File: src/rtl/arm_pkg.sv
// Shared definitions for the ARM datapath control slice: condition-code encodings
// (Instr[31:28]), NZCV flag bit positions and FlagW request bit positions.
package arm_pkg;

  localparam logic [3:0] COND_EQ = 4'b0000;
  localparam logic [3:0] COND_NE = 4'b0001;
  localparam logic [3:0] COND_CS = 4'b0010;
  localparam logic [3:0] COND_CC = 4'b0011;
  localparam logic [3:0] COND_MI = 4'b0100;
  localparam logic [3:0] COND_PL = 4'b0101;
  localparam logic [3:0] COND_VS = 4'b0110;
  localparam logic [3:0] COND_VC = 4'b0111;
  localparam logic [3:0] COND_HI = 4'b1000;
  localparam logic [3:0] COND_LS = 4'b1001;
  localparam logic [3:0] COND_GE = 4'b1010;
  localparam logic [3:0] COND_LT = 4'b1011;
  localparam logic [3:0] COND_GT = 4'b1100;
  localparam logic [3:0] COND_LE = 4'b1101;
  localparam logic [3:0] COND_AL = 4'b1110;
  localparam logic [3:0] COND_NV = 4'b1111;

  // Flag register / ALUFlags bit positions, order {N, Z, C, V}.
  localparam int unsigned FLAG_N = 3;
  localparam int unsigned FLAG_Z = 2;
  localparam int unsigned FLAG_C = 1;
  localparam int unsigned FLAG_V = 0;

  // FlagW request bits: [1] writes N,Z; [0] writes C,V.
  localparam int unsigned FLAGW_NZ = 1;
  localparam int unsigned FLAGW_CV = 0;

endpackage

File: src/rtl/cond_unit_if.sv
// Control bundle between the main decoder and the conditional-execution unit.
//   master : decoder side, drives the condition field, ALU flags and raw strobes,
//            receives the gated write enables and flag state.
//   slave  : cond_unit side.
interface cond_unit_if;
  logic [3:0] Cond;        // Instr[31:28]
  logic [3:0] ALUFlags;    // {N, Z, C, V} from the ALU
  logic [1:0] FlagW;       // [1] N,Z  [0] C,V
  logic       PCS;
  logic       RegW;
  logic       MemW;
  logic       NoWrite;     // compare-class op, never writes Rd
  logic       InstrValid;
  logic       Stall;
  logic       PCSrc;
  logic       RegWrite;
  logic       MemWrite;
  logic       CondEx;
  logic       CondExReg;
  logic [3:0] Flags;       // stored {N, Z, C, V}

  modport master (
    output Cond, ALUFlags, FlagW, PCS, RegW, MemW, NoWrite, InstrValid, Stall,
    input  PCSrc, RegWrite, MemWrite, CondEx, CondExReg, Flags
  );

  modport slave (
    input  Cond, ALUFlags, FlagW, PCS, RegW, MemW, NoWrite, InstrValid, Stall,
    output PCSrc, RegWrite, MemWrite, CondEx, CondExReg, Flags
  );
endinterface

File: src/rtl/cond_check.sv
// Combinational ARM condition-code evaluator.
//   cond_i      : 4-bit condition field
//   flags_i     : stored flags {N, Z, C, V}
//   cond_pass_o : 1 when the condition holds for the given flags
module cond_check
  import arm_pkg::*;
(
  input  logic [3:0] cond_i,
  input  logic [3:0] flags_i,
  output logic       cond_pass_o
);

  logic n, z, c, v;

  assign n = flags_i[FLAG_N];
  assign z = flags_i[FLAG_Z];
  assign c = flags_i[FLAG_C];
  assign v = flags_i[FLAG_V];

  always_comb begin
    cond_pass_o = 1'b0;
    unique case (cond_i)
      COND_EQ: cond_pass_o = z;
      COND_NE: cond_pass_o = ~z;
      COND_CS: cond_pass_o = c;
      COND_CC: cond_pass_o = ~c;
      COND_MI: cond_pass_o = n;
      COND_PL: cond_pass_o = ~n;
      COND_VS: cond_pass_o = v;
      COND_VC: cond_pass_o = ~v;
      COND_HI: cond_pass_o = c & ~z;
      COND_LS: cond_pass_o = ~c | z;
      COND_GE: cond_pass_o = (n == v);
      COND_LT: cond_pass_o = (n != v);
      COND_GT: cond_pass_o = ~z & (n == v);
      COND_LE: cond_pass_o = z | (n != v);
      COND_AL: cond_pass_o = 1'b1;
      COND_NV: cond_pass_o = 1'b0;  // reserved encoding, never executes
      default: cond_pass_o = 1'b0;
    endcase
  end

endmodule

File: src/rtl/cond_unit.sv
// Conditional-execution unit. Holds the NZCV flag register, evaluates the
// instruction condition against the stored flags and gates the decoder's
// PCS/RegW/MemW strobes into the datapath write enables.
//   clk   : rising-edge clock
//   reset : synchronous, active-high; clears Flags and CondExReg
//   bus   : cond_unit_if slave (condition, ALU flags, strobes in; gated enables,
//           CondEx, CondExReg and Flags out)
module cond_unit
  import arm_pkg::*;
(
  input  logic           clk,
  input  logic           reset,
  cond_unit_if.slave     bus
);

  logic [3:0] flags_q, flags_d;
  logic       cond_ex_reg_q, cond_ex_reg_d;
  logic       cond_pass;
  logic       cond_ex;
  logic       accept;

  // Evaluated on the stored flags only; the instruction's own ALUFlags land at
  // the end of its cycle, so no forwarding path exists.
  cond_check u_cond_check (
    .cond_i      (bus.Cond),
    .flags_i     (flags_q),
    .cond_pass_o (cond_pass)
  );

  assign cond_ex = bus.InstrValid & cond_pass;
  assign accept  = bus.InstrValid & ~bus.Stall;

  always_comb begin
    flags_d       = flags_q;
    cond_ex_reg_d = cond_ex_reg_q;
    if (accept) begin
      cond_ex_reg_d = cond_ex;
      if (cond_ex) begin
        if (bus.FlagW[FLAGW_NZ]) begin
          flags_d[FLAG_N:FLAG_Z] = bus.ALUFlags[FLAG_N:FLAG_Z];
        end
        if (bus.FlagW[FLAGW_CV]) begin
          flags_d[FLAG_C:FLAG_V] = bus.ALUFlags[FLAG_C:FLAG_V];
        end
      end
    end
  end

  always_ff @(posedge clk) begin
    if (reset) begin
      flags_q       <= 4'b0000;
      cond_ex_reg_q <= 1'b0;
    end else begin
      flags_q       <= flags_d;
      cond_ex_reg_q <= cond_ex_reg_d;
    end
  end

  assign bus.CondEx    = cond_ex;
  assign bus.PCSrc     = bus.PCS & cond_ex;
  assign bus.RegWrite  = bus.RegW & cond_ex & ~bus.NoWrite;
  assign bus.MemWrite  = bus.MemW & cond_ex;
  assign bus.CondExReg = cond_ex_reg_q;
  assign bus.Flags     = flags_q;

endmodule

File: src/flat_wrapper.sv
// flat-port wrapper written by rule: the top's interface ports become plain ports
module cond_unit_flat import arm_pkg::*;
  (clk, reset, bus_Cond, bus_ALUFlags, bus_FlagW, bus_PCS, bus_RegW, bus_MemW, bus_NoWrite, bus_InstrValid, bus_Stall, bus_PCSrc, bus_RegWrite, bus_MemWrite, bus_CondEx, bus_CondExReg, bus_Flags);
  cond_unit_if bus_i ();
  input  logic clk;
  input  logic reset;
  input wire logic [$bits(bus_i.Cond)-1:0] bus_Cond;
  input wire logic [$bits(bus_i.ALUFlags)-1:0] bus_ALUFlags;
  input wire logic [$bits(bus_i.FlagW)-1:0] bus_FlagW;
  input wire logic [$bits(bus_i.PCS)-1:0] bus_PCS;
  input wire logic [$bits(bus_i.RegW)-1:0] bus_RegW;
  input wire logic [$bits(bus_i.MemW)-1:0] bus_MemW;
  input wire logic [$bits(bus_i.NoWrite)-1:0] bus_NoWrite;
  input wire logic [$bits(bus_i.InstrValid)-1:0] bus_InstrValid;
  input wire logic [$bits(bus_i.Stall)-1:0] bus_Stall;
  output wire logic [$bits(bus_i.PCSrc)-1:0] bus_PCSrc;
  output wire logic [$bits(bus_i.RegWrite)-1:0] bus_RegWrite;
  output wire logic [$bits(bus_i.MemWrite)-1:0] bus_MemWrite;
  output wire logic [$bits(bus_i.CondEx)-1:0] bus_CondEx;
  output wire logic [$bits(bus_i.CondExReg)-1:0] bus_CondExReg;
  output wire logic [$bits(bus_i.Flags)-1:0] bus_Flags;
  assign bus_i.Cond = bus_Cond;
  assign bus_i.ALUFlags = bus_ALUFlags;
  assign bus_i.FlagW = bus_FlagW;
  assign bus_i.PCS = bus_PCS;
  assign bus_i.RegW = bus_RegW;
  assign bus_i.MemW = bus_MemW;
  assign bus_i.NoWrite = bus_NoWrite;
  assign bus_i.InstrValid = bus_InstrValid;
  assign bus_i.Stall = bus_Stall;
  assign bus_PCSrc = bus_i.PCSrc;
  assign bus_RegWrite = bus_i.RegWrite;
  assign bus_MemWrite = bus_i.MemWrite;
  assign bus_CondEx = bus_i.CondEx;
  assign bus_CondExReg = bus_i.CondExReg;
  assign bus_Flags = bus_i.Flags;
  cond_unit u_core (.clk(clk), .reset(reset), .bus(bus_i));
endmodule
File: config.mk
export PLATFORM = sky130hd
export DESIGN_NAME = cond_unit_flat
export DESIGN_NICKNAME = d
export VERILOG_FILES = /design/src/rtl/arm_pkg.sv /design/src/rtl/cond_unit_if.sv /design/src/rtl/cond_check.sv /design/src/rtl/cond_unit.sv /design/src/flat_wrapper.sv
export SDC_FILE = /design/constraint.sdc
export NUM_CORES = 1
export LEC_CHECK = 0
export BUFFER_PORTS_ARGS = -buffer_cell sky130_fd_sc_hd__buf_2
export CELL_PAD_IN_SITES_DETAIL_PLACEMENT = 0
export CELL_PAD_IN_SITES_GLOBAL_PLACEMENT = 1
export CORE_UTILIZATION = 25
export CTS_CLUSTER_SIZE = 20
export DETAILED_ROUTE_END_ITERATION = 12
export GPL_ROUTABILITY_DRIVEN = 0
export PLACE_DENSITY = 0.73
export SLEW_MARGIN = 10
export SYNTH_ARGS = -nofsm -noshare
export SYNTH_HDL_FRONTEND = slang
export SYNTH_HIERARCHICAL = 1
export SYNTH_SLANG_ARGS = --single-unit
export TNS_END_PERCENT = 10
File: constraint.sdc
create_clock -name clk -period 2.35 [get_ports clk]
set_input_delay 0.235 -clock clk [delete_from_list [all_inputs] [get_ports clk]]
set_output_delay 0.235 -clock clk [all_outputs]
set_load 0.005 [all_outputs]
==> results.txt, run 1 <==
Once routing completed, OpenROAD measured the worst setup slack at 127.0 ps. The cell area after technology mapping came out at 380.4 µm². dfxtp_1 takes more of the synthesized area than any other cell. The worst max-slew margin expressed relative to the limit was 79.16%; the pin count of the biggest net entering global routing was 9.

Dividing the final minimum period by the clock period gives 94.60%. At the end of the flow the core is filled with cells to 41.98%. The initial cell density of the core came out at 28.17%. The tools report the number of distinct standard cells referenced by the synthesized netlist as 24. The floorplan has 13 rows. The clock arrives with 0.8289 ps of skew. The post-layout instance count excluding filler cells was 89.

The total negative setup slack was 0 ps; the number of diodes was 0. Average cell area after synthesis: 8.453 µm². The path category of the worst min-delay check was in -> reg. Walking the worst path, the cells encountered are nor2_1, a211oi_1, a2111oi_2, a311oi_1, o22ai_1, and2_2, and3b_1, buf_2. After global routing the overflow that remains totals 0. The number of placed instances, taps included is 85.

In the final routed layout, each cell accounts on average for 10.90 µm. Counting flops and latches in the post-synthesis netlist gives 5. At the worst endpoint, the required time is 2120 ps. STA classifies the critical path startpoint as a flip-flop.

The cell with the most instances after synthesis was nor2_1. The endpoint arrival time on the critical path is 1990 ps, and the signed area change from the synthesized netlist to the final layout is 49.01%. The x dimension of the die is 41.01 µm, and the number of iterations in the first detailed-routing pass is 2.

Prior to clock tree synthesis, the placed netlist has a worst setup slack of 226.5 ps. For this design the top-level I/O count stands at 27. In this run the deepest clock path goes through 2 buffers. Across the VDD grid, the largest voltage drop is 0.2136 mV. For the finished layout, the period the worst path requires is 2223 ps. Deepest level of the CTS H-tree: 1. The logs give 240 ps for the clock latency at the later pin of the worst-skew pair and 0.0003093 µW for the reported leakage power.

The biggest fanout along the worst timing path works out to 6. The tools report the number of buffers created by CTS as 3. The post-route netlist has 50.00% of its cells at a drive strength greater than 1. The global-route wire length before repair is 1345 µm. The number of nets in the synthesized netlist is 63. From bottom edge to top edge, the die measures 41.01 µm.

For the number of sinks driven by the clock tree, the log shows 5. Counting flops with a built-in enable in the synthesized netlist gives 0. In this run the power density over the cells is 443.0 nW/µm².

The worst setup path is captured at an output port. For the number of buffers inserted by hold repair at cts, the log shows 0. The via count of the first global-routing pass is 361. On the worst path, the slowest cell contributes a delay of 430 ps. The full die area was 1681 µm²; the maximum frequency from static timing analysis was 0.4498 GHz.

The synthesized design devotes to its leading area cell type 26.32% of total area. TritonCTS built the clock tree. Ranked by total cell area, the synthesized netlist is headed by dfxtp_1 (26%), mux2i_1 (16%), nor2_1 (6.9%), xor2_1 (6.9%), nand4b_1 (4.6%). For this run, the number of Yosys warnings is 6.

The logs give 0 for the number of failing hold endpoints at the final stage and 93 for the final net count. The number of nets with antenna violations after detailed routing came out at 0. The layout has 158 filler cells. The run gives 0 as the final routed DRC violation total.

The measured slew at the worst slew-check pin is 310.8 ps, and the post-synthesis cell count is 45. After synthesis, the share of flip-flops with an asynchronous set or reset is 0%. CTS placed an instance of clkbuf_4 at the clock tree root.

The CTS clock-pin slew for the worst setup and hold paths was 40 ps; the standard cell core area was 1350 µm². After synthesis, flip-flops and latches occupy 26.32% of the total area. The tool flagged a number of max-cap violations equal to 0. Dividing the detail-routed via count by the number of cells gives 4.876.

The iteration-0 DRC count of the detailed router is 1. The via total after detailed routing came out at 434. The final count of negative-setup-slack endpoints came out at 0. In the global route stage, overall resource usage came out at 12.79%.

The tools report the number of pins exceeding their max-slew limit in the final report as 0. Sorting the synthesized cells by how often they occur yields nor2_1 (7), mux2i_1 (6), dfxtp_1 (5), a21oi_1 (3), xor2_1 (3). The slowest stage of the critical path is the dfxtp_1 cell.

By startpoint and endpoint, the worst setup path is classified as reg -> out. The run gives 0 as the number of antenna violations at the first check in global routing. The flow ran to the end, and the final reports show no timing, DRC or antenna violations.

The total wire length after detailed routing is 970 µm, and the count of input and output buffers is 26. The top flip-flop cell by instance count after synthesis was dfxtp_1. The placed wire-length estimate came out at 771.6 µm.
[power by group]
part	internal, µW	switching, µW	leakage, µW	total [µW]
logic	34.0	28.8	0.000253	62.8
clock network	64.1	33.3	0.0000150	97.3
registers	88.0	2.89	0.0000415	90.9
total	186	65.0	0.000309	251
[timing repair]
item,4_1_cts,5_1_grt
hold endpoints to repair,0,0
setup buffers,0,0
gates resized for setup,1,3
endpoints found under the setup margin,2,2
[cell type report]
type | count | area [µm²] | share of cell area, %
repair buffers | 27 | 137.6 | 24.28
inverters | 1 | 3.754 | 0.6623
multi-input cells | 37 | 277.8 | 49.01
clock buffers | 4 | 26.28 | 4.636
well taps | 15 | 18.77 | 3.311
flip-flops and latches | 5 | 102.6 | 18.10
[registers in the layout, indices dropped and copies added, names as in the netlist]
name	flops
u_core/bus.CondExReg	1
u_core/bus.Flags	4
[routing by layer]
layer	vias up	part of all wire [%]	routed length, µm	GRT usage (%)
met2	11	49	478	19.92
li1	223	-	-	-
met3	2	5.5	53	1.630
met4	0	0.82	8	12.50
met1	198	44	430	14.66
met5	-	0	0	0
[critical path: cells and delay by family, from the launching register on]
family / cells / cell delay [ps]
and+or+nand+nor: 3 / 430
AOI/OAI and AO/OA: 4 / 770
DFF: 1 / 430
buffers and inverters: 1 / 120
[worst paths after layout]
check / startpoint / end / depth (start not counted) / slack (ps)
worst max-delay path: u_core/bus.Flags[2]$_SDFFE_PP0P_ / bus_RegWrite / 8 / 130
worst min-delay path: reset / u_core/bus.Flags[3]$_SDFFE_PP0P_ / 2 / 220
worst max register to register: u_core/bus.Flags[3]$_SDFFE_PP0P_ / u_core/bus.Flags[3]$_SDFFE_PP0P_ / 9 / 350
worst min register to register: u_core/bus.CondExReg$_SDFFE_PP0P_ / u_core/bus.CondExReg$_SDFFE_PP0P_ / 2 / 490
[per-stage QoR]
| stage | cell area (µm²) | power [µW] | hold slack [ps] |
|---|---|---|---|
| global placement | 525.5 | 152.7 | 465.6 |
| global route | 566.8 | 266.3 | 226.3 |
| CTS | 559.3 | 256.3 | 214.6 |
| finish | 566.8 | 251.1 | 215.0 |
| floorplan | 380.4 | 124.4 | 307.4 |
| detailed placement | 525.5 | 153.0 | 471.0 |
[cells in the final DEF, fill, tap and decap left out, types with 2 or more instances in the layout]
cell / n
buf_2: 26
dfxtp_2: 2
mux2i_1: 6
clkbuf_4: 3
nand4b_1: 2
a21oi_1: 3
nor2_1: 7
dfxtp_1: 3
and3_2: 2
xor2_1: 2
[cells by family after synthesis]
kind of cell / share of synthesized area, %
AND/OR/NAND/NOR: 28.62
XOR/XNOR: 9.212
buffers and inverters: 3.946
flip-flops: 26.32
multiplexers: 15.79
AO/OA/AOI/OAI: 16.12
Power figures use the tool's default switching activity.
==> run 2, diff against run 1 <==
--- a/config.mk
+++ b/config.mk
@@ -12,5 +12,4 @@
 export CTS_CLUSTER_SIZE = 20
 export DETAILED_ROUTE_END_ITERATION = 12
-export GPL_ROUTABILITY_DRIVEN = 0
 export PLACE_DENSITY = 0.73
 export SLEW_MARGIN = 10
==> constraint.sdc (replaced) <==
create_clock -name clk -period 2.35 [get_ports clk]
set_input_delay 0.1175 -clock clk [delete_from_list [all_inputs] [get_ports clk]]
set_output_delay 0.1175 -clock clk [all_outputs]
set_load 0.005 [all_outputs]
==> run 2 against run 1 <==
Fmax up 1.2%. Clock-buffer cell count unchanged. Critical path type unchanged. Non-clock buffer count unchanged. Critical endpoint unchanged. Hold slack got worse by 110 ps. Total power rose by 0.38%.
==> results.txt, run 2 (synthesis results as in run 1) <==
Using the TritonRoute via totals, the vias-per-cell ratio works out to 4.775. The via count of the first global-routing pass came out at 371. TritonCTS built the clock tree. The tools report the full die area as 1681 µm². The height of the chip was 41.01 µm.

The run gives 9 as the pin count of the biggest net entering global routing. STA classifies the critical path startpoint as a flip-flop. Total power for the finished layout comes to 252.0 µW.

The run gives 0 as the number of nets with antenna violations after detailed routing. After layout, the worst setup slack is 152.8 ps. The first global-routing pass estimated 1511 µm of wire. At the later pin of the worst-skew pair, clock insertion delay measures 230 ps. The x dimension of the die came out at 41.01 µm.

The path category of the worst min-delay check is in -> reg. Across the VDD grid, the largest voltage drop is 0.2089 mV. The tools report the buffer levels on the longest clock path as 2.

The worst path needs 2197 ps of the cycle, external delays included. Adding up every negative setup slack in the final design gives 0 ps. Cell at the root of the clock tree: clkbuf_4. The most frequent standard cell in the layout excluding fill and tap cells is buf_2. The first detailed-routing pass took 2 iterations. The core region is 1350 µm². The final count of negative-setup-slack endpoints was 0. The number of failing hold endpoints at the final stage is 0.

Max-cap violations in this run came to 0. The measured slew at the worst slew-check pin came out at 350.0 ps. After detailed routing, the average wire length per cell comes to 11.10 µm.

The via total after detailed routing came out at 425. STA classifies the critical path endpoint as an output port. The tools report the initial cell density of the core as 28.17%. In the layout the commonest cells are buf_2 (26), nor2_1 (7), mux2i_1 (6). Detailed placement finished with a half-perimeter wire length of 788.9 µm. At the worst endpoint, the required time is 2230 ps.

Buffers inserted to repair hold after CTS numbered 0. After detailed routing, the number of remaining DRC violations is 0. During I/O placement, the number of pins put on the boundary was 27.

The global placer's final weighted congestion is 0.6723. CTS clock-pin slew for the worst setup and hold paths: 40 ps. OpenSTA, run right after detailed placement, puts the worst setup slack at 176.5 ps. The number of diodes was 0; the power per unit of standard cell area was 441.7 nW/µm². Measured against its own limit, the worst slew margin works out to 76.34%.

The run finished with clean final reports. The biggest fanout along the worst timing path came out at 4. Total wire length after detailed routing: 988 µm. Data arrives at the worst endpoint at 2080 ps. In this run, CTS created clock tree buffers numbering 3. The run gives 1 as the deepest level of the CTS H-tree.

The register with the most flip-flops in the layout has 4 of them. The finished layout holds 89 standard cells, fillers aside. The number of sinks driven by the clock tree is 5, and the count of input and output buffers is 26.

The share of layout cells above drive strength 1 works out to 48.65%. Setup repair after global routing left no endpoint under its margin. The critical path is of the reg -> out type. In this run the static leakage power is 0.0003107 µW. The logs give 0.4551 GHz for the maximum frequency from static timing analysis and 0 for the number of pins exceeding their max-slew limit in the final report. The final period utilization works out to 93.50%.

The clock arrives with 0.2762 ps of skew. Row generation in the floorplan step produced 13 rows. For the iteration-0 DRC count of the detailed router, the log shows 1. After the last flow step, the layout net total stands at 93. The multi-input combinational cells in the finished layout cover a total of 284.0 µm².

The number of placed instances, taps included was 84; the count of filler cells inserted in the layout was 150. For this run the aggregate overflow at the end of global routing stands at 0. Cells fill 42.26% of the core in the end.

The number of antenna violations at the first check in global routing was 0; the area taken by flip-flops and latches was 100.1 µm². Global routing used 14.37% of the available tracks across all layers. The signed area change from the synthesized netlist to the final layout is 50.00%.
==> run 2: what timing repair did <==
action                     in CTS  in global routing
resized for setup               1                  2
gates cloned                    0                  0
setup endpoints to repair       1                  4
pin swaps                       0                  1
buffers inserted                0                  1
==> run 2: final timing paths <==
kind | start | to | slack, ps | depth (start not counted)
max | u_core/bus.Flags[3]$_SDFFE_PP0P_ | bus_RegWrite | 150 | 8
min | reset | u_core/bus.Flags[1]$_SDFFE_PP0P_ | 110 | 2
max reg2reg | u_core/bus.Flags[3]$_SDFFE_PP0P_ | u_core/bus.Flags[2]$_SDFFE_PP0P_ | 280 | 9
min reg2reg | u_core/bus.CondExReg$_SDFFE_PP0P_ | u_core/bus.CondExReg$_SDFFE_PP0P_ | 490 | 2
==> run 2: area by class of cell <==
type | instances | area share [%]
inverter | 1 | 0.6579
sequential | 5 | 17.54
clock buffer | 4 | 4.605
tap | 15 | 3.289
multi-input combinational | 37 | 49.78
timing repair buffer | 27 | 24.12
==> run 2: per-stage QoR <==
| step | area, µm² | hold WS (ps) |
|---|---|---|
| after global placement | 518.0 | 347.3 |
| after global routing | 570.5 | 102.5 |
| after floorplan | 380.4 | 189.9 |
| after detailed placement | 518.0 | 357.2 |
| final | 570.5 | 107.6 |
| after CTS | 550.5 | 107.4 |
==> run 2: worst max-delay path, stage by stage (launching register included) <==
cell	delay [ps]
dfxtp_1	410
xor2_2	230
xor2_1	200
a2111oi_2	90
a311oi_1	280
o22ai_2	150
and2_2	200
and3b_1	150
buf_2	120
==> run 2: layer usage <==
metal	part of all wire, %	wire length, µm	vias up	GRT usage [%]
li1	-	-	222	-
met4	0	0	0	10.00
met5	0	0	-	0
met2	49	487	11	20.70
met1	44	435	192	17.26
met3	6.6	65	0	5.435
==> run 2: report_power, final <==
group | total [µW] | internal (µW) | switching, µW
sequential | 90.6 | 87.8 | 2.76
combinational | 65.2 | 35.1 | 30.1
clock | 96.2 | 64.0 | 32.2
total | 252 | 187 | 65.1
